===== config.mk =====
export PLATFORM = sky130hd
export DESIGN_NAME = ac97_tone_mixer
export DESIGN_NICKNAME = d
export VERILOG_FILES = /design/src/rtl/ac97_pkg.sv /design/src/rtl/ac97_tone_step.sv /design/src/rtl/ac97_tone_mixer.sv
export SDC_FILE = /design/constraint.sdc
export NUM_CORES = 1
export LEC_CHECK = 0
export CORE_ASPECT_RATIO = 0.7
export CORE_MARGIN = 3
export CORE_UTILIZATION = 40
export CTS_CLUSTER_DIAMETER = 30
export DETAILED_ROUTE_END_ITERATION = 10
export PLACE_DENSITY_LB_ADDON = 0.2
export SLEW_MARGIN = 10
export SYNTH_ARGS = -nofsm -noshare
export SYNTH_HDL_FRONTEND = slang
export SYNTH_SLANG_ARGS = --single-unit
export TNS_END_PERCENT = 100

===== constraint.sdc =====
create_clock -name ac97_bitclk -period 9 [get_ports ac97_bitclk]
set_input_delay 1.8 -clock ac97_bitclk [delete_from_list [all_inputs] [get_ports ac97_bitclk]]
set_output_delay 1.8 -clock ac97_bitclk [all_outputs]
set_load 0.1 [all_outputs]

===== src/rtl/ac97_pkg.sv =====
// ac97_pkg: shared types and constants for the AC'97 tone mixer.
// Holds the PCM sample format, duty-cycle codes, mixer states and the
// duty threshold helper used by the per-channel step logic.
package ac97_pkg;

  localparam int SAMPLE_W    = 20;
  localparam int LEVEL_SHIFT = 14;

  localparam logic signed [SAMPLE_W-1:0] SAMPLE_MAX = 20'sh7FFFF;  // +524287
  localparam logic signed [SAMPLE_W-1:0] SAMPLE_MIN = 20'sh80000;  // -524288

  // Fraction of the period during which the square wave is high.
  typedef enum logic [1:0] {
    DUTY_12P5 = 2'b00,
    DUTY_25   = 2'b01,
    DUTY_50   = 2'b10,
    DUTY_75   = 2'b11
  } duty_e;

  // Serial mixer sequencing.
  typedef enum logic [1:0] {
    IDLE = 2'b00,
    MIX  = 2'b01,
    SAT  = 2'b10
  } mix_state_e;

  // Phase threshold below which the output is high (floor division).
  function automatic int unsigned duty_threshold(input int unsigned rate, input duty_e duty);
    int unsigned t;
    case (duty)
      DUTY_12P5: t = rate / 8;
      DUTY_25:   t = rate / 4;
      DUTY_50:   t = rate / 2;
      default:   t = (3 * rate) / 4;
    endcase
    return t;
  endfunction

endpackage


===== src/rtl/ac97_tone_step.sv =====
// ac97_tone_step: combinational single-channel step.
// Advances one channel's phase by its frequency with remainder-preserving
// wrap at STROBE_RATE and produces the signed square-wave contribution.
// Instantiated once in the mixer and time-multiplexed across channels.
module ac97_tone_step
  import ac97_pkg::*;
#(
  parameter int ACC_W       = 20,
  parameter int STROBE_RATE = 48000
) (
  input  logic [ACC_W-1:0]           phase_i,
  input  logic [ACC_W-1:0]           freq_i,
  input  duty_e                      duty_i,
  input  logic [3:0]                 level_i,
  output logic [ACC_W-1:0]           phase_o,
  output logic signed [SAMPLE_W-1:0] contrib_o
);

  // One extra bit so phase + freq cannot overflow before the wrap compare.
  localparam logic [ACC_W:0] RATE = (ACC_W + 1)'(STROBE_RATE);

  logic [ACC_W:0]             sum;
  logic [ACC_W:0]             wrapped;
  logic [ACC_W-1:0]           next_phase;
  logic [ACC_W-1:0]           thresh;
  logic signed [SAMPLE_W-1:0] mag;

  // Phase advance with wrap by subtraction, then duty compare and sign select.
  always_comb begin
    sum        = {1'b0, phase_i} + {1'b0, freq_i};
    wrapped    = (sum >= RATE) ? (sum - RATE) : sum;
    next_phase = ACC_W'(wrapped);
    thresh     = ACC_W'(duty_threshold(STROBE_RATE, duty_i));
    mag        = SAMPLE_W'(level_i) << LEVEL_SHIFT;
    phase_o    = next_phase;
    contrib_o  = (next_phase < thresh) ? mag : -mag;
  end

endmodule


===== src/rtl/ac97_tone_mixer.sv =====
// ac97_tone_mixer: N-channel square-wave tone generator and stereo mixer
// feeding AC'97 PCM slots 3 (left) and 4 (right).
// Each frame strobe presents the previously mixed sample and starts a
// serial mix: one channel per cycle, then one saturation cycle.
// Optional feature macro: AC97_TONE_MIXER_PAN_EN builds per-channel stereo
// pan; without it every channel feeds both sides and slot4 equals slot3.
module ac97_tone_mixer
  import ac97_pkg::*;
#(
  parameter int NUM_CH      = 4,
  parameter int STROBE_RATE = 48000,
  parameter int ACC_W       = 20
) (
  input  logic                                         ac97_bitclk,
  input  logic                                         rst,
  input  logic                                         ac97_strobe,
  input  logic                                         cfg_we,
  input  logic [((NUM_CH > 1) ? $clog2(NUM_CH) : 1)-1:0] cfg_ch,
  input  logic [ACC_W-1:0]                             cfg_freq,
  input  logic [1:0]                                   cfg_duty,
  input  logic [3:0]                                   cfg_level,
  input  logic                                         cfg_enable,
  input  logic [1:0]                                   cfg_pan,
  output logic [SAMPLE_W-1:0]                          ac97_out_slot3,
  output logic [SAMPLE_W-1:0]                          ac97_out_slot4,
  output logic                                         clip,
  output logic                                         busy
);

  localparam int CH_W      = (NUM_CH > 1) ? $clog2(NUM_CH) : 1;
  localparam int ACC_SUM_W = SAMPLE_W + $clog2(NUM_CH) + 1;

  localparam logic [ACC_W-1:0]               FREQ_LIMIT = ACC_W'(STROBE_RATE);
  localparam logic [ACC_W-1:0]               FREQ_MAX   = ACC_W'(STROBE_RATE - 1);
  localparam logic signed [ACC_SUM_W-1:0]    ACC_MAX    = ACC_SUM_W'(SAMPLE_MAX);
  localparam logic signed [ACC_SUM_W-1:0]    ACC_MIN    = ACC_SUM_W'(SAMPLE_MIN);

  // ---------------------------------------------------------------------
  // Per-channel configuration and phase
  // ---------------------------------------------------------------------
  logic [ACC_W-1:0] freq_q  [NUM_CH];
  duty_e            duty_q  [NUM_CH];
  logic [3:0]       level_q [NUM_CH];
  logic             en_q    [NUM_CH];
  logic [ACC_W-1:0] phase_q [NUM_CH];
`ifdef AC97_TONE_MIXER_PAN_EN
  logic [1:0]       pan_q   [NUM_CH];
`endif

  // ---------------------------------------------------------------------
  // Mixer state
  // ---------------------------------------------------------------------
  mix_state_e                 state_q,    state_d;
  logic [CH_W-1:0]            idx_q,      idx_d;
  logic signed [ACC_SUM_W-1:0] acc_l_q,   acc_l_d;
  logic signed [ACC_SUM_W-1:0] acc_r_q,   acc_r_d;
  logic signed [SAMPLE_W-1:0] res_l_q,    res_l_d;
  logic signed [SAMPLE_W-1:0] res_r_q,    res_r_d;
  logic                       res_clip_q, res_clip_d;
  logic [SAMPLE_W-1:0]        slot3_q,    slot3_d;
  logic [SAMPLE_W-1:0]        slot4_q,    slot4_d;
  logic                       clip_q,     clip_d;

  logic                       cfg_hit;
  logic [ACC_W-1:0]           cfg_freq_sat;
  logic                       step_en;
  logic                       to_l;
  logic                       to_r;
  logic [ACC_W-1:0]           step_phase;
  logic signed [SAMPLE_W-1:0] step_contrib;

  assign cfg_hit      = cfg_we && (int'(cfg_ch) < NUM_CH);
  assign cfg_freq_sat = (cfg_freq >= FREQ_LIMIT) ? FREQ_MAX : cfg_freq;
  assign step_en      = (state_q == MIX) && en_q[idx_q];

`ifdef AC97_TONE_MIXER_PAN_EN
  assign to_l = pan_q[idx_q][1];
  assign to_r = pan_q[idx_q][0];
`else
  // Pan is not built: every channel feeds both sides.
  logic unused_cfg_pan;
  assign unused_cfg_pan = ^cfg_pan;
  assign to_l           = 1'b1;
  assign to_r           = 1'b1;
`endif

  // Single shared step datapath, addressed by the mix index.
  ac97_tone_step #(
    .ACC_W       (ACC_W),
    .STROBE_RATE (STROBE_RATE)
  ) u_step (
    .phase_i   (phase_q[idx_q]),
    .freq_i    (freq_q[idx_q]),
    .duty_i    (duty_q[idx_q]),
    .level_i   (level_q[idx_q]),
    .phase_o   (step_phase),
    .contrib_o (step_contrib)
  );

  // Channel register file: host writes and phase write-back from the mix.
  always_ff @(posedge ac97_bitclk) begin
    if (rst) begin
      // NOTE: this small register file is reset explicitly because a reset
      // must silence every channel; a RAM-style array would not be cleared.
      for (int i = 0; i < NUM_CH; i++) begin
        // NOTE: sequential state always uses non-blocking assignment so every
        // register samples pre-edge values regardless of statement order.
        freq_q[i]  <= '0;
        duty_q[i]  <= DUTY_12P5;
        level_q[i] <= '0;
        en_q[i]    <= 1'b0;
        phase_q[i] <= '0;
`ifdef AC97_TONE_MIXER_PAN_EN
        pan_q[i]   <= '0;
`endif
      end
    end else begin
      if (step_en) begin
        phase_q[idx_q] <= step_phase;
      end
      // The mix already read pre-write values this cycle, so a write to the
      // channel being stepped only affects the next frame.
      if (cfg_hit) begin
        freq_q[cfg_ch]  <= cfg_freq_sat;
        duty_q[cfg_ch]  <= duty_e'(cfg_duty);
        level_q[cfg_ch] <= cfg_level;
        en_q[cfg_ch]    <= cfg_enable;
`ifdef AC97_TONE_MIXER_PAN_EN
        pan_q[cfg_ch]   <= cfg_pan;
`endif
        if (!cfg_enable) begin
          phase_q[cfg_ch] <= '0;
        end
      end
    end
  end

  function automatic logic signed [SAMPLE_W-1:0] clamp(input logic signed [ACC_SUM_W-1:0] a);
    if (a > ACC_MAX) begin
      return SAMPLE_MAX;
    end else if (a < ACC_MIN) begin
      return SAMPLE_MIN;
    end
    return SAMPLE_W'(a);
  endfunction

  function automatic logic overflows(input logic signed [ACC_SUM_W-1:0] a);
    return (a > ACC_MAX) || (a < ACC_MIN);
  endfunction

  // Mixer next-state: frame hand-off, serial accumulate, saturate.
  always_comb begin
    // NOTE: every variable gets a default first so no path leaves one
    // unassigned, which would otherwise infer a latch.
    state_d    = state_q;
    idx_d      = idx_q;
    acc_l_d    = acc_l_q;
    acc_r_d    = acc_r_q;
    res_l_d    = res_l_q;
    res_r_d    = res_r_q;
    res_clip_d = res_clip_q;
    slot3_d    = slot3_q;
    slot4_d    = slot4_q;
    clip_d     = clip_q;

    unique case (state_q)
      IDLE: begin
        if (ac97_strobe) begin
          slot3_d = res_l_q;
          slot4_d = res_r_q;
          clip_d  = res_clip_q;
          idx_d   = '0;
          acc_l_d = '0;
          acc_r_d = '0;
          state_d = MIX;
        end
      end
      MIX: begin
        if (step_en && to_l) begin
          acc_l_d = acc_l_q + ACC_SUM_W'(step_contrib);
        end
        if (step_en && to_r) begin
          acc_r_d = acc_r_q + ACC_SUM_W'(step_contrib);
        end
        if (int'(idx_q) == NUM_CH - 1) begin
          state_d = SAT;
        end else begin
          idx_d = idx_q + 1'b1;
        end
      end
      SAT: begin
        res_l_d    = clamp(acc_l_q);
        res_r_d    = clamp(acc_r_q);
        res_clip_d = overflows(acc_l_q) || overflows(acc_r_q);
        state_d    = IDLE;
      end
      default: begin
        state_d = IDLE;
      end
    endcase
  end

  // Mixer state register; rst overrides any strobe or mix in flight.
  always_ff @(posedge ac97_bitclk) begin
    if (rst) begin
      state_q    <= IDLE;
      idx_q      <= '0;
      acc_l_q    <= '0;
      acc_r_q    <= '0;
      res_l_q    <= '0;
      res_r_q    <= '0;
      res_clip_q <= 1'b0;
      slot3_q    <= '0;
      slot4_q    <= '0;
      clip_q     <= 1'b0;
    end else begin
      state_q    <= state_d;
      idx_q      <= idx_d;
      acc_l_q    <= acc_l_d;
      acc_r_q    <= acc_r_d;
      res_l_q    <= res_l_d;
      res_r_q    <= res_r_d;
      res_clip_q <= res_clip_d;
      slot3_q    <= slot3_d;
      slot4_q    <= slot4_d;
      clip_q     <= clip_d;
    end
  end

  assign ac97_out_slot3 = slot3_q;
  assign ac97_out_slot4 = slot4_q;
  assign clip           = clip_q;
  assign busy           = (state_q != IDLE);

endmodule


== After elaboration in Yosys (flattened, before gate mapping) ==
Memory sizes are Yosys's and may differ from the RTL's. A register that Yosys moved wholly into a read port is not among the register bits.
Cells that the tools add are included.
Cells by class
  add/sub/neg operators: 6
  magnitude comparators: 7
  equal/unequal tests: 9
  muxes and demuxes: 67
  reduce and logical (&&, ||, !) cells: 18
Operators with widths (count)
  20-bit 2-to-1 mux: 12
  23-bit one-hot mux with 2 select lines: 2
  23-bit 2-to-1 mux: 3
  20-bit OR reduction: 3
  16-bit one-hot mux with 3 select lines: 1
  23-bit by 20-bit adder with 23-bit output: 2
  23-bit by 20-bit greater-than comparator with 1-bit output, second input constant: 2
  23-bit by 20-bit < comparator with 1-bit output, second input constant: 2
  2-bit 2-to-1 mux: 21
  1-bit 2-to-1 mux: 25
  20-bit by 20-bit adder with 21-bit output: 1
  21-bit by 16-bit >= comparator with 1-bit output, second input constant: 1
  20-bit by 16-bit >= comparator with 1-bit output, second input constant: 1
  20-bit by 16-bit < comparator with 1-bit output: 1
  18-bit negation with 20-bit output: 1
  20-bit by 16-bit subtractor with 20-bit output, second input constant: 1
  2-bit one-hot mux with 2 select lines: 2
  2-bit by 1-bit == test with 1-bit output, second input constant: 3
  2-bit inequality test, second input constant: 3
  3-bit AND reduction: 2
  2-bit == test, second input constant: 2
  2-bit logical NOT: 2
  4-bit 2-to-1 mux: 1
  2-bit AND reduction: 2
  8 further kinds: 11
Storage, ports and cells
  register bits after elaboration: 132
  RAM bits: 188
  input port bits: 35
  output and inout port bits: 42
  logic and storage cells: 122
  memories kept: 5
Memory list
  freq_q: words 4, bits a word 20, read ports 1, clocked after Yosys merged registers in 1, write ports 4, RTL line ac97_tone_mixer.sv:41  | logic [ACC_W-1:0] freq_q [NUM_CH];
  phase_q: words 4, bits a word 20, read ports 1, clocked after Yosys merged registers in 1, write ports 4, RTL line ac97_tone_mixer.sv:45  | logic [ACC_W-1:0] phase_q [NUM_CH];
  level_q: words 4, bits a word 4, read ports 1, clocked after Yosys merged registers in 1, write ports 4, RTL line ac97_tone_mixer.sv:43  | logic [3:0] level_q [NUM_CH];
  duty_q: words 4, bits a word 2, read ports 1, clocked after Yosys merged registers in 1, write ports 4, RTL line ac97_tone_mixer.sv:42  | duty_e duty_q [NUM_CH];
  en_q: words 4, bits a word 1, read ports 1, clocked after Yosys merged registers in 1, write ports 4, RTL line ac97_tone_mixer.sv:44  | logic en_q [NUM_CH];

== Depth between registers and ports, before layout ==
Gate-level depths: netlist of the first run.
  depth after elaboration: 8
  depth in mapped cells: 38
  depth with buffers taken out: 36

== Modules after synthesis ==
A second synthesis of the first run with hierarchy kept.
Unflattened totals
  cells, all modules: 1841
  area total of the unflattened synthesis: 17207.8 um^2
Modules (own cells, without submodules)
  ac97_tone_mixer: times used 1, cells an instance 1527, area an instance 14949.3 um^2, sequential area each 7527.2 um^2
  ac97_tone_step: times used 1, cells an instance 314, area an instance 2258.4 um^2, sequential area each 0.0 um^2

== Worst setup path after synthesis of the first run ==
Ideal clock, no wire load.
  path kind: register -> register
  start point: register with a tool-made name
  end point: register acc_l_q[22]
  library setup time: 127 ps
  arrival: 8433 ps
  required time: 8873 ps
  slack: 440 ps
  stages on the path, launching flop included: 37
  path buffers: 2
  period minus slack after synthesis: 8560 ps
  cells stage by stage: dfxtp_1 > buf_1 > buf_1 > mux4_2 > ha_1 > a211oi_2 > o21a_1 > o21ai_1 > xor2_2 > ha_1 > a22o_1 > a311o_1 > a211oi_2 > nor4b_1 > xnor2_1 > inv_1 > ha_1 > a21o_1 > a21o_1 > a221oi_1 > o211ai_2 > nor4_4 > and2_4 > mux2_4 > inv_2 > fa_1 > inv_1 > a21o_1 > a21oi_1 > o21bai_1 > a21o_1 > a21o_1 > a21o_1 > nand4_1 > a21oi_1 > a211oi_1 > o31ai_1
RTL lines
  end signal, assigned: RTL line ac97_tone_mixer.sv:219  | acc_l_q <= acc_l_d;
  end, declared: RTL line ac97_tone_mixer.sv:55  | logic signed [ACC_SUM_W-1:0] acc_l_q, acc_l_d;

==> results of run 1 <==
-- metal layers --
metal  up-vias  track usage (%)  part of all wire, %
met1      4821             31.6                   50
li1       4779                -                    -
met2       327             29.4                   42
met3        45             3.85                  6.5
met5         -                0                    0
met4         0             4.35                  1.3
-- how the worst max path moves through the flow --
stage	from	depth (start not counted)	endpoint	slack (ps)
final	flop	34	acc_r_q[22]	560
after global routing	flop	35	acc_r_q[22]	40
after CTS	flop	35	acc_r_q[22]	430
after detailed placement	flop	35	acc_r_q[22]	460
after global placement	flop	35	acc_r_q[22]	590
after floorplan	flop	36	acc_l_q[22]	440
-- cells by family after synthesis --
kind of cell / count (synthesis)
AO/OA/AOI/OAI: 273
multiplexers: 54
flip-flops: 242
XOR/XNOR: 36
other: 1
buffers and inverters: 135
AND/OR/NAND/NOR: 489
adder cells (fa/ha/maj): 54
-- cell usage in the layout, fill, tap and decap left out, types with 7 or more instances in the layout --
| cell type | netlist | final |
|---|---|---|
| dfxtp_1 | 134 | 132 |
| a21oi_1 | 98 | 98 |
| mux4_2 | 47 | 47 |
| a221oi_1 | 7 | 7 |
| ha_1 | 51 | 51 |
| xnor2_1 | 22 | 22 |
| a21o_1 | 20 | 20 |
| xor2_1 | 11 | 10 |
| clkdlybuf4s50_1 | 0 | 74 |
| buf_4 | 26 | 47 |
| nand2b_1 | 13 | 13 |
| conb_1 | 1 | 16 |
| a31oi_1 | 29 | 29 |
| edfxtp_1 | 108 | 108 |
| clkinv_4 | 0 | 7 |
| o21ai_1 | 9 | 9 |
| nand3_1 | 50 | 50 |
| clkbuf_16 | 0 | 45 |
| nand2_1 | 132 | 132 |
| bufinv_16 | 0 | 9 |
| inv_1 | 35 | 34 |
| nor2_1 | 218 | 217 |
| o21ai_0 | 28 | 28 |
| nor3_1 | 19 | 15 |
| a22oi_1 | 17 | 17 |
-- cell type report --
type | count | area, µm²
repair buffers | 123 | 1130
multi-input cells | 922 | 6320
fillers | 2837 | 15600
well taps | 420 | 526
clock inverters | 33 | 452
inverters | 36 | 135
clock buffers | 49 | 1170
flip-flops and latches | 242 | 5930
-- stage by stage --
step                instance area, µm²  std cells
global placement                 14000       1743
detailed placement               14000       1743
floorplan                        12800       1299
CTS                              15700       1825
global route                     15700       1825
finish                           15700       1825
-- power groups by stage --
stage / sequential (mW) / clock, mW / combinational [mW]
6_report: 1.25 / 1.79 / 0.813
5_1_grt: 1.25 / 1.88 / 0.891
3_5_place_dp: 1.27 / 0 / 0.799
4_1_cts: 1.25 / 1.82 / 0.805
2_1_floorplan: 1.25 / 0 / 0.576
3_3_place_gp: 1.27 / 0 / 0.791
-- sequential cells by signal, indices dropped and copies added (netlist names), 7 cells and up, named ones only --
register        count
ac97_out_slot3      7
ac97_out_slot4      7
acc_l_q             9
acc_r_q             9
duty_q              8
freq_q             80
level_q            16
phase_q            80
res_l_q             7
res_r_q             7
-- worst min-delay path: stages, from the launching register on --
cell and delay, ps:
dfxtp_1 300, nand2_1 50, a21oi_1 50
==> metrics.txt, run 1 <==
run status=completed; Switch Pwr=1.09 mW; die outline height=between 150 and 200 µm; cell depth of the worst hold path=2; area share of the largest cell type after synthesis=around a quarter; Syn Inst Count=roughly 1.3k; final hold violations=0; Final Max Slew Viols=0; r2r endpoint=acc_r_q[22]; largest family of logic cells by synthesized area=simple AND/OR/NAND/NOR gates; via/cell ratio=5.46; internal power=about 2.8 mW; hpwl dp=between 20 and 25 mm; peak supply drop=roughly 0.00016 V; drc violations=0; Critical Path Slowest Stage Cell=or4_4; min-delay src=ac97_out_slot3[16]; Post-synth top flop=dfxtp_1; Core Area=31300 µm²; Sequential Power Share=32.4%; CP most frequent cell=a21o_1; count leader, synth=nor2_1; initial core utilization=between 40% and 50%; CP Class=reg2reg; Total Power=just under 4 mW; yosys warns=0; RSZ-0062 raised after global routing=no; post-synthesis mux area share=8.89%; H-tree lvl count=2; Hold Path End=ac97_out_slot3[16]; vias in the first global route=~9.5k; Worst-path clk slew=50 ps; drt total wl=between 30 and 40 mm; Slew headroom=a little over a fifth; final setup fails=0; first-pass GRT wire length=54.1 mm; Max FO, Critical Path=12; combinational power share=a little over a fifth; initial antenna violation count=0; Hold Buf Count CTS=0; # nets final=1458; dpl ws=~460 ps; die footprint=around 34000 µm²; Critical Path AT=just under 9000 ps; worst min-delay path class=reg2reg; Post-Syn Area=about 13000 µm²; Die Width=between 200 and 250 µm; post-synthesis compound-gate area fraction=14.7%; CTS max path bufs=3; Setup Fix Bufs, Post-CTS=0; Critical Path Sink Type=flop; FF+latch count, synth=242; CTS tree=done; number of flops mapped to enable cells by yosys=approximately 110; root buffer cell=clkbuf_16; Syn Area/Cell=9.95 µm²; delay-heaviest family, CP=compound AO/OA/AOI/OAI gates; Buf+Inv Stages, Crit Path=4; sequential area share after synthesis=a little under half; WP data required=~9400 ps; row cnt=54; largest area contributor in the netlist=edfxtp_1; Worst Setup Slack, final=558 ps; setup TNS=0 ps; gpl congestion=0.912; Synth-to-Final Area Change=22.7%; final worst path period share=93.8%; cts repair resizes=0; clock skew=between 20 and 30 ps; leakage power=around 6 nW; fraction of layout cells with a size suffix above 1=roughly 16%; top cells by area, synth=edfxtp_1 (25%), dfxtp_1 (21%), mux4_2 (8.3%); sw frac=between 20 and 30%; Post-Synth Simple-Gate Area=between 10% and 20%; final core utilization=roughly 50%; Clock Sinks=242; gr ovfl total=0; antenna-violating nets left=0; r2r setup slk=560 ps; Tot GR Track Use=between 20% and 30%; CP Launch Type=flop; fmax=118 MHz; critical path's largest stage delay=570 ps; WHS=approximately 450 ps; cts bufs inserted=44; clk_lat worst skew=540 ps; DR pass1 iterations=5; port bufs=74; Worst-Margin Slew=roughly 1200 ps; number of I/O pins=a little under 80; Synth Area in XOR/XNOR=approximately 2.6%; area share of fa/ha/maj cells after synthesis=5.47%; Synth async-reset ratio=0%; diode count=0; largest net degree at the start of global routing=64; pwr dens=about 250 nW/µm²; Vias=around 10k; Tmin final=around 8400 ps; Netlist cell types=between 80 and 90; Clk pwr share=46.5%; synth cell count leaders=nor2_1 (218), dfxtp_1 (134), nand2_1 (132); MaxCap Viol Count=0; R2R depth=34; WL/cell=19.0 µm; DRT iter0 DRCs=~900
Note: power is estimated with default switching activity, not from simulation.
==> run 2, diff against run 1 <==
Settings changed: CELL_PAD_IN_SITES_DETAIL_PLACEMENT set to 1, CELL_PAD_IN_SITES_GLOBAL_PLACEMENT set to 1.
==> metrics.txt, run 2 (same netlist as run 1, synthesis figures left out) <==
CP most frequent cell=a21o_1 (unchanged); gr ovfl total=0 (unchanged); drt total wl=38.7 mm (was 34.7 mm); combinational power share=20.8% (was 21.1%); filler cell count=3427 (was 2837); row cnt=54 (unchanged); root buffer cell=clkbuf_16 (unchanged); Sequential Power Share=31.6% (was 32.4%); MaxCap Viol Count=0 (unchanged); first-pass GRT wire length=60.5 mm (was 54.1 mm); final hold violations=0 (unchanged); pwr dens=251 nW/µm² (was 246 nW/µm²); vias in the first global route=10.4k (was 9483); sw frac=30.2% (was 28.4%); Worst-Margin Slew=1200 ps (was 1180 ps); fraction of layout cells with a size suffix above 1=16.6% (was 16.2%); port bufs=74 (unchanged); Core Area=31300 µm² (unchanged); DR pass1 iterations=5 (unchanged); leakage power=6.05 nW (about the same); Slew headroom=19.8% (was 21.4%); Tmin final=8590 ps (was 8440 ps); via/cell ratio=5.57 (was 5.46); diode count=0 (unchanged); largest net degree at the start of global routing=46 (was 64); internal power=2.76 mW (about the same); Vias=10.2k (was 9972); leading registers by flop count=freq_q x80, phase_q x80, level_q x16 (unchanged); Final Max Slew Viols=0 (unchanged); Critical Path Sink Type=flop (unchanged); RSZ-0062 raised after global routing=no (unchanged); # nets final=1455 (was 1458); Multi-input gate area=6330 µm² (was 6320 µm²); critical path's largest stage delay=630 ps (was 570 ps); setup TNS=0 ps (unchanged); Die Width=220 µm (unchanged); CTS tree=done (unchanged); Critical Path Slowest Stage Cell=mux4_2 (was or4_4); CTS max path bufs=3 (unchanged); drc violations=0 (unchanged); clk_lat worst skew=560 ps (was 540 ps); Tot GR Track Use=22.9% (was 20.4%); fmax=116 MHz (was 118 MHz); clock skew=26.0 ps (was 25.2 ps); CP Launch Type=flop (unchanged); hpwl dp=26.9 mm (was 24.0 mm); cts bufs inserted=49 (was 44); initial antenna violation count=0 (unchanged); Switch Pwr=1.19 mW (was 1.09 mW); final setup fails=0 (unchanged); commonest non-fill, non-tap cell in the layout=nor2_1 (unchanged); gpl congestion=0.881 (was 0.912); Worst-path clk slew=50 ps (about the same); antenna-violating nets left=0 (unchanged); WL/cell=21.2 µm (was 19.0 µm); CP Class=reg2reg (unchanged); worst min-delay path class=reg2reg (unchanged); Total Power=3.95 mW (was 3.85 mW); peak supply drop=0.000151 V (was 0.000155 V); Hold Buf Count CTS=0 (unchanged); DRT iter0 DRCs=656 (was 924); H-tree lvl count=2 (unchanged); Clock Sinks=242 (unchanged); WP data required=9410 ps (about the same); Synth-to-Final Area Change=23.3% (was 22.7%); Clk pwr share=47.7% (was 46.5%); final worst path period share=95.4% (was 93.8%); Critical Path AT=9000 ps (was 8860 ps); Max FO, Critical Path=16 (was 12); register area=5930 µm² (unchanged); most frequent cells in the layout=nor2_1 (218), nand2_1 (132), dfxtp_1 (132) (was nor2_1 (217), nand2_1 (132), dfxtp_1 (132)); die footprint=34100 µm² (unchanged); number of I/O pins=77 (unchanged); run status=completed (unchanged); initial core utilization=40.8% (unchanged); die outline height=155 µm (unchanged)
-- run 2: changes by cell type in the layout (fill, tap and decap cells not counted), moves of 2 or more --
cell,before,now
ha_2,0,3
clkbuf_16,45,50
buf_4,47,37
clkbuf_8,3,1
buf_12,2,4
bufinv_16,9,6
ha_1,51,48
clkinvlp_4,3,8
-- run 2: worst paths after layout --
path	cells after the start	slack, ps	end	start
setup / recovery	34	410	acc_l_q[22]	flop
hold / removal	2	450	ac97_out_slot4[18]	ac97_out_slot4[18]
setup reg to reg	34	410	acc_l_q[22]	flop
hold reg to reg	2	450	ac97_out_slot4[18]	ac97_out_slot4[18]
-- run 2: final cells by class --
type / count / area share (%)
inverter: 36 / 0.859
clock buffer: 51 / 8.04
clock inverter: 41 / 2.93
multi-input combinational: 922 / 40.2
timing repair buffer: 115 / 6.95
tap: 420 / 3.34
sequential: 242 / 37.7
-- run 2: critical path, delay by kind of cell (launching register included) --
| kind | cells | cell delay [ps] |
|---|---|---|
| compound gates | 18 | 4020 |
| simple gates | 6 | 1270 |
| mux | 2 | 960 |
| fa+ha+maj | 3 | 960 |
| buf+inv | 4 | 450 |
| flops | 1 | 440 |
| xor+xnor | 1 | 300 |
-- run 2: repair_timing --
item | in CTS | in global routing
setup buffers | 0 | 1
endpoints found under the setup margin | 0 | 2
gates resized for setup | 0 | 8
-- run 2: power by group through the flow --
stage,Combinational (mW),Clock [mW],Sequential (mW)
after floorplan,0.576,0,1.25
after global placement,0.782,0,1.27
after detailed placement,0.803,0,1.27
after CTS,0.810,1.91,1.25
after global routing,0.899,1.97,1.26
final,0.821,1.88,1.25
-- run 2: layer usage --
metal / GRT usage (%) / part of all wire (%) / up-vias
met5: 0 / 0 / -
met4: 4.87 / 1.5 / 0
met3: 4.72 / 5.8 / 51
met2: 34.3 / 43 / 228
met1: 34.0 / 49 / 5126
li1: - / - / 4774
-- run 2: metrics by stage --
step           hold WS (ps)  instance area, µm²  instances  setup WS (ps)  utilization (%)
2_1_floorplan           429               12800       1299            440                -
4_1_cts                 453               15700       1826            298             50.2
3_3_place_gp            441               14000       1734            491             44.7
5_1_grt                 467               15700       1827           23.3             50.3
3_5_place_dp            448               14000       1734            384             44.7
6_report                453               15700       1827            413             50.3
==> variant 1 (flow settings as in run 2) <==
The 3 states of `mix_state_e` get a one-hot encoding in 3 bits.
--- a/src/rtl/ac97_pkg.sv
+++ b/src/rtl/ac97_pkg.sv
@@ -18,10 +18,10 @@
   } duty_e;
 
   // Serial mixer sequencing.
-  typedef enum logic [1:0] {
-    IDLE = 2'b00,
-    MIX  = 2'b01,
-    SAT  = 2'b10
+  typedef enum logic [2:0] {
+    IDLE = 3'b001,
+    MIX  = 3'b010,
+    SAT  = 3'b100
   } mix_state_e;
 
   // Phase threshold below which the output is high (floor division).
Check against the original RTL: no difference found for any inputs over 4 cycles, from zero or initial values and one cycle with rst high; so few cycles prove little.
==> variant 1 against run 2 <==
- die area is 0.14% lower
- worst hold slack better by 0.0039 ns
- synthesized area down 0.15%
- clock skew grew 0.0066 ns
- routed wire length rose by 1.0%
- maximum frequency grew 2.0%
- cell area decreased by 1.3%
- worst setup slack improved by 0.17 ns
- sequential cell count grew 1
- synthesized cell count rose by 1.1%
- critical path type unchanged
- largest cell class unchanged
Power is not compared: it rests on default switching activity, and its combinational part moved more than twofold at a synthesized area within 25%.
==> variant 1: results (changes against run 2) <==
[place]
dp_hpwl_mm = 27.2  ; was 26.9 mm
gp_congestion = 0.826  ; was 0.881
numPortBuffers = 74  ; unchanged
dp_slack_ns = 0.297  ; was 0.384 ns

[global_route]
grt_pass1_wl_mm = 61.1  ; was 60.5 mm
grt_use_met2_pct = 35.3  ; was 34.3%
grt_max_degree = 73  ; was 46
use_met3_pct = 4.37  ; was 4.72%
antenna_found_initial = 0  ; unchanged
gr-usage-met1_pct = 33.8  ; was 34.0%
grt_use_total_pct = 23.0  ; was 22.9%
grt_pass1_vias = 10628  ; was 10.4k

[drt]
totalWireLength_mm = 39.1  ; was 38.7 mm
firstDrtPassIters = 4  ; was 5
vias = 10255  ; was 10.2k
drt_iter0_drc = 776  ; was 656
detail-route-antenna-nets = 0  ; unchanged

[timing]
worst_pin_slew_ns = 1.16  ; was 1.20 ns
worst_clock_skew_ns = 0.0326  ; was 0.0260 ns

[clock_network]
cts_buffer_depth = 3  ; unchanged
cts_htree_levels = 2  ; unchanged
clk_latency_ns = 0.55
numCtsBuffers = 41  ; was 49
cts-root-buf = clkbuf_16  ; unchanged

[logic_synthesis]
synth.distinct_cells = 81  ; was 88
ys_async_sr_fraction_pct = 0  ; unchanged
synth_edf_count = 108  ; unchanged
ys_warn_count = 0  ; unchanged
synth_ff_type = dfxtp_1  ; unchanged
seq_area_frac_synth_pct = 46.6  ; was 46.4%
synth_area_leaders = edfxtp_1, dfxtp_1, mux4_2  ; unchanged
synth_commonest_cells = nor2_1, dfxtp_1, nand2_1  ; unchanged

[worst_hold_path]
hp-class = reg -> reg  ; unchanged

[finish]
num_antenna_cells = 0  ; unchanged
fin_nets = 1470  ; was 1,455
final_layout_size_suffix_gt1_share_pct = 15.6  ; was 16.6%
reg.largest.list = freq_q (80), phase_q (80), level_q (16)  ; unchanged

[setup_path]
worstPathArrival_ns = 8.83  ; was 9.00 ns
critPathMaxFanout = 12  ; was 16
critical_path.max_stage_delay_ns = 0.56  ; was 0.63 ns

[pwr]
max-vdd-ir-drop_mv = 0.150

[outcome]
status = finished clean  ; unchanged

[variant 1: critical path: cells and delay by family (launching register included)]
kind	cells	cell delay [ns]
adder cells (fa/ha/maj)	3	1.00
flip-flops	1	0.37
AND/OR/NAND/NOR	8	1.58
buffers and inverters	4	0.60
AO/OA/AOI/OAI	15	3.06
multiplexers	4	1.66
[variant 1: worst paths after layout]
check | startpoint | to | slack, ns | cells past startpoint
setup reg to reg | register | acc_r_q[22] | 0.58 | 34
setup / recovery | register | acc_r_q[22] | 0.58 | 34
hold / removal | ac97_out_slot3[18] | ac97_out_slot3[18] | 0.46 | 2
hold reg to reg | ac97_out_slot3[18] | ac97_out_slot3[18] | 0.46 | 2
[variant 1: metal layers]
metal / part of all wire (%) / wire length [um]
met3: 5.5 / 2170
met4: 1.5 / 588
met1: 49 / 19300
met5: 0 / 0
met2: 44 / 17100
[variant 1: layout make-up]
class                   instances  area, um^2
clock buffers                  50        1160
multi-input cells             937        6310
inverters                      32         120
repair buffers                126        1180
flip-flops and latches        243        5950
fillers                      3412       15700
well taps                     420         526
clock inverters                26         297
[variant 1: through the flow]
stage	utilization (%)	hold slack [ns]	total power, W	instance area (um^2)	cells
floorplan	-	0.429	0.00145	12800	1313
global placement	44.8	0.442	0.00156	14000	1752
detailed placement	44.8	0.453	0.00157	14000	1752
CTS	49.4	0.457	0.00321	15500	1828
global route	49.7	0.473	0.00330	15500	1834
finish	49.7	0.457	0.00319	15500	1834
[variant 1: timing repair]
action / 4_1_cts / 5_1_grt
endpoints found under the setup margin: 0 / 5
hold endpoints to repair: 0 / 0
gates resized for setup: 0 / 3
setup buffers: 0 / 6
[variant 1: cell families after synthesis]
kind of cell	share of synthesized area (%)
other	0.0294
adders and majority gates	5.48
AOI/OAI and AO/OA	14.0
muxes	8.79
and+or+nand+nor	18.3
xor gates and xnor gates	1.92
DFF	46.6
buffers and inverters	4.81
[variant 1: report_power, final]
group | internal [W] | switching [W] | total [W]
clock | 0.00105 | 0.000584 | 0.00163
sequential | 0.00120 | 0.0000137 | 0.00121
combinational | 0.000130 | 0.000211 | 0.000341
total | 0.00238 | 0.000809 | 0.00319
==> variant 2 (config.mk and constraints of run 2) <==
Without the edit above. Change the package constant `SAMPLE_W` from 20 to 28.
--- a/src/rtl/ac97_pkg.sv
+++ b/src/rtl/ac97_pkg.sv
@@ -3,7 +3,7 @@
 // duty threshold helper used by the per-channel step logic.
 package ac97_pkg;
 
-  localparam int SAMPLE_W    = 20;
+  localparam int SAMPLE_W    = 28;
   localparam int LEVEL_SHIFT = 14;
 
   localparam logic signed [SAMPLE_W-1:0] SAMPLE_MAX = 20'sh7FFFF;  // +524287
Ports: changed (resized ac97_out_slot3 and ac97_out_slot4); port bits go from 77 to 93. No check against the original RTL was run, so the function may have changed too.
==> variant 2 against run 2 <==
- sequential cell count up 48
- synthesized area up 21%
- routed wire length up 29%
- total power up 32%
- cell area up 24%
- worst setup slack worse by 0.16 ns
- critical path depth up 8
- critical endpoint is now acc_r_q[29]
- largest cell class unchanged
==> variant 2: results (changes against run 2) <==
[place]
gp_congestion = 0.866  ; was 0.881
dp_slack_ns = -0.0925  ; was 0.384 ns
numPortBuffers = 90  ; was 74
place_inst = 2203  ; was 1,734
dpl-instance-area_um2 = 16900  ; was 14,000 um^2
dp_hpwl_mm = 33.5  ; was 26.9 mm

[pwr]
max-vdd-ir-drop_mv = 0.182  ; was 0.151 mV
leakage_nw = 7.60  ; was 6.05 nW

[global_route]
grt_pass1_vias = 13665  ; was 10.4k
grt_use_total_pct = 23.7  ; was 22.9%
grt_max_degree = 79  ; was 46
gr-usage-met1_pct = 35.5  ; was 34.0%
gr-total-overflow = 0  ; unchanged
grt_use_met2_pct = 36.1  ; was 34.3%
use_met3_pct = 4.10  ; was 4.72%
grt_pass1_wl_mm = 76.8  ; was 60.5 mm

[timing]
worst_pin_slew_ns = 1.28  ; was 1.20 ns
worst_clock_skew_ns = 0.0508  ; was 0.0260 ns
whs_ns = 0.449  ; was 0.453 ns

[drt]
drt_iter0_drc = 878  ; was 656
totalWireLength_mm = 49.8  ; was 38.7 mm
wl_met3_mm = 2.57  ; was 2.25 mm
vias = 13458  ; was 10.2k
wl_met1_mm = 24.3  ; was 19.1 mm
routed-wl-met2_mm = 22.2  ; was 16.8 mm

[logic_synthesis]
synth_area_leaders = dfxtp_1, edfxtp_1, mux4_2  ; was edfxtp_1, dfxtp_1, mux4_2
synth_cells = 1669  ; was 1,284
synth.distinct_cells = 82  ; was 88
synth_commonest_cells = nor2_1, dfxtp_1, nand2_1  ; unchanged
seq_area_frac_synth_pct = 44.7  ; was 46.4%

[finish]
fin_nets = 1904  ; was 1,455
final_cells = 2340  ; was 1,827
reg.largest.list = freq_q (80), phase_q (80)  ; was freq_q (80), phase_q (80), level_q (16)
num_antenna_cells = 0  ; unchanged
final_layout_size_suffix_gt1_share_pct = 18.3  ; was 16.6%

[clock_network]
clk_pin_slew_ns = 0.05  ; about the same
ctsHoldBuffers = 0  ; unchanged
numCtsBuffers = 60  ; was 49
clk_latency_ns = 0.61  ; was 0.56 ns

[setup_path]
r2r-end = acc_r_q[29]  ; was acc_l_q[22]
critPathMaxFanout = 6  ; was 16
worstPathArrival_ns = 9.25  ; was 9.00 ns
r2r_cells = 42  ; was 34
critical_path.max_stage_delay_ns = 0.55  ; was 0.63 ns
ff2ff_setup_slack_ns = 0.26  ; was 0.41 ns

[worst_hold_path]
hold-path-endpoint = ac97_out_slot3[18]  ; was ac97_out_slot4[18]
worstHoldStart = res_l_q[18]  ; was ac97_out_slot4[18]

[outcome]
status = finished clean  ; unchanged

## variant 2: cell types whose count changed after synthesis, sizes merged, moves of 10 or more
cell	before	now
clkbuf	56	76
nand2	133	182
dfxtp	134	182
nor3	19	31
a21oi	102	168
ha	51	64
nand4	5	18
xnor2	24	14
nand3	51	82
nor2	218	263
## variant 2: power by group
part	internal, W	total [W]	switching (W)	leakage, nW
Clock	0.00148	0.00226	0.000781	1.02
Combinational	0.000581	0.00146	0.000876	4.06
Sequential	0.00144	0.00149	0.0000512	2.52
## variant 2: cells by family (layout without fill, tap and decap cells)
logic type | after synthesis | in the layout | synth area share [%]
simple gates | 684 | 684 | 20.0
mux | 52 | 52 | 7.22
fa+ha+maj | 69 | 69 | 5.72
xor+xnor | 30 | 30 | 1.71
compound gates | 379 | 379 | 15.9
buf+inv | 164 | 332 | 4.69
flops | 290 | 290 | 44.7
other cells | 1 | 16 | 0.0244
## variant 2: final cells by class
type,instances,area (um^2)
clock buffers,76,1720
clock inverters,36,398
fillers,4161,18000
inverters,40,150
multi-input cells,1230,8180
flip-flops and latches,290,6890
well taps,488,611
repair buffers,180,1620
## variant 2: worst max path at each step
| stage | from | cells past startpoint | slack (ns) | endpoint |
|---|---|---|---|---|
| after floorplan | register | 39 | 0.21 | acc_l_q[29] |
| after global placement | register | 35 | 0.14 | acc_r_q[29] |
| after detailed placement | register | 35 | -0.09 | acc_l_q[29] |
| after CTS | register | 37 | 0.06 | acc_r_q[27] |
| after global routing | register | 41 | -0.15 | acc_r_q[25] |
| final | register | 42 | 0.26 | acc_r_q[29] |
## variant 2: timing repair
item	CTS	global route
endpoints found under the setup margin	12	16
pin swaps	1	25
endpoints found under the hold margin	0	0
buffers inserted	1	24
resized for setup	3	62
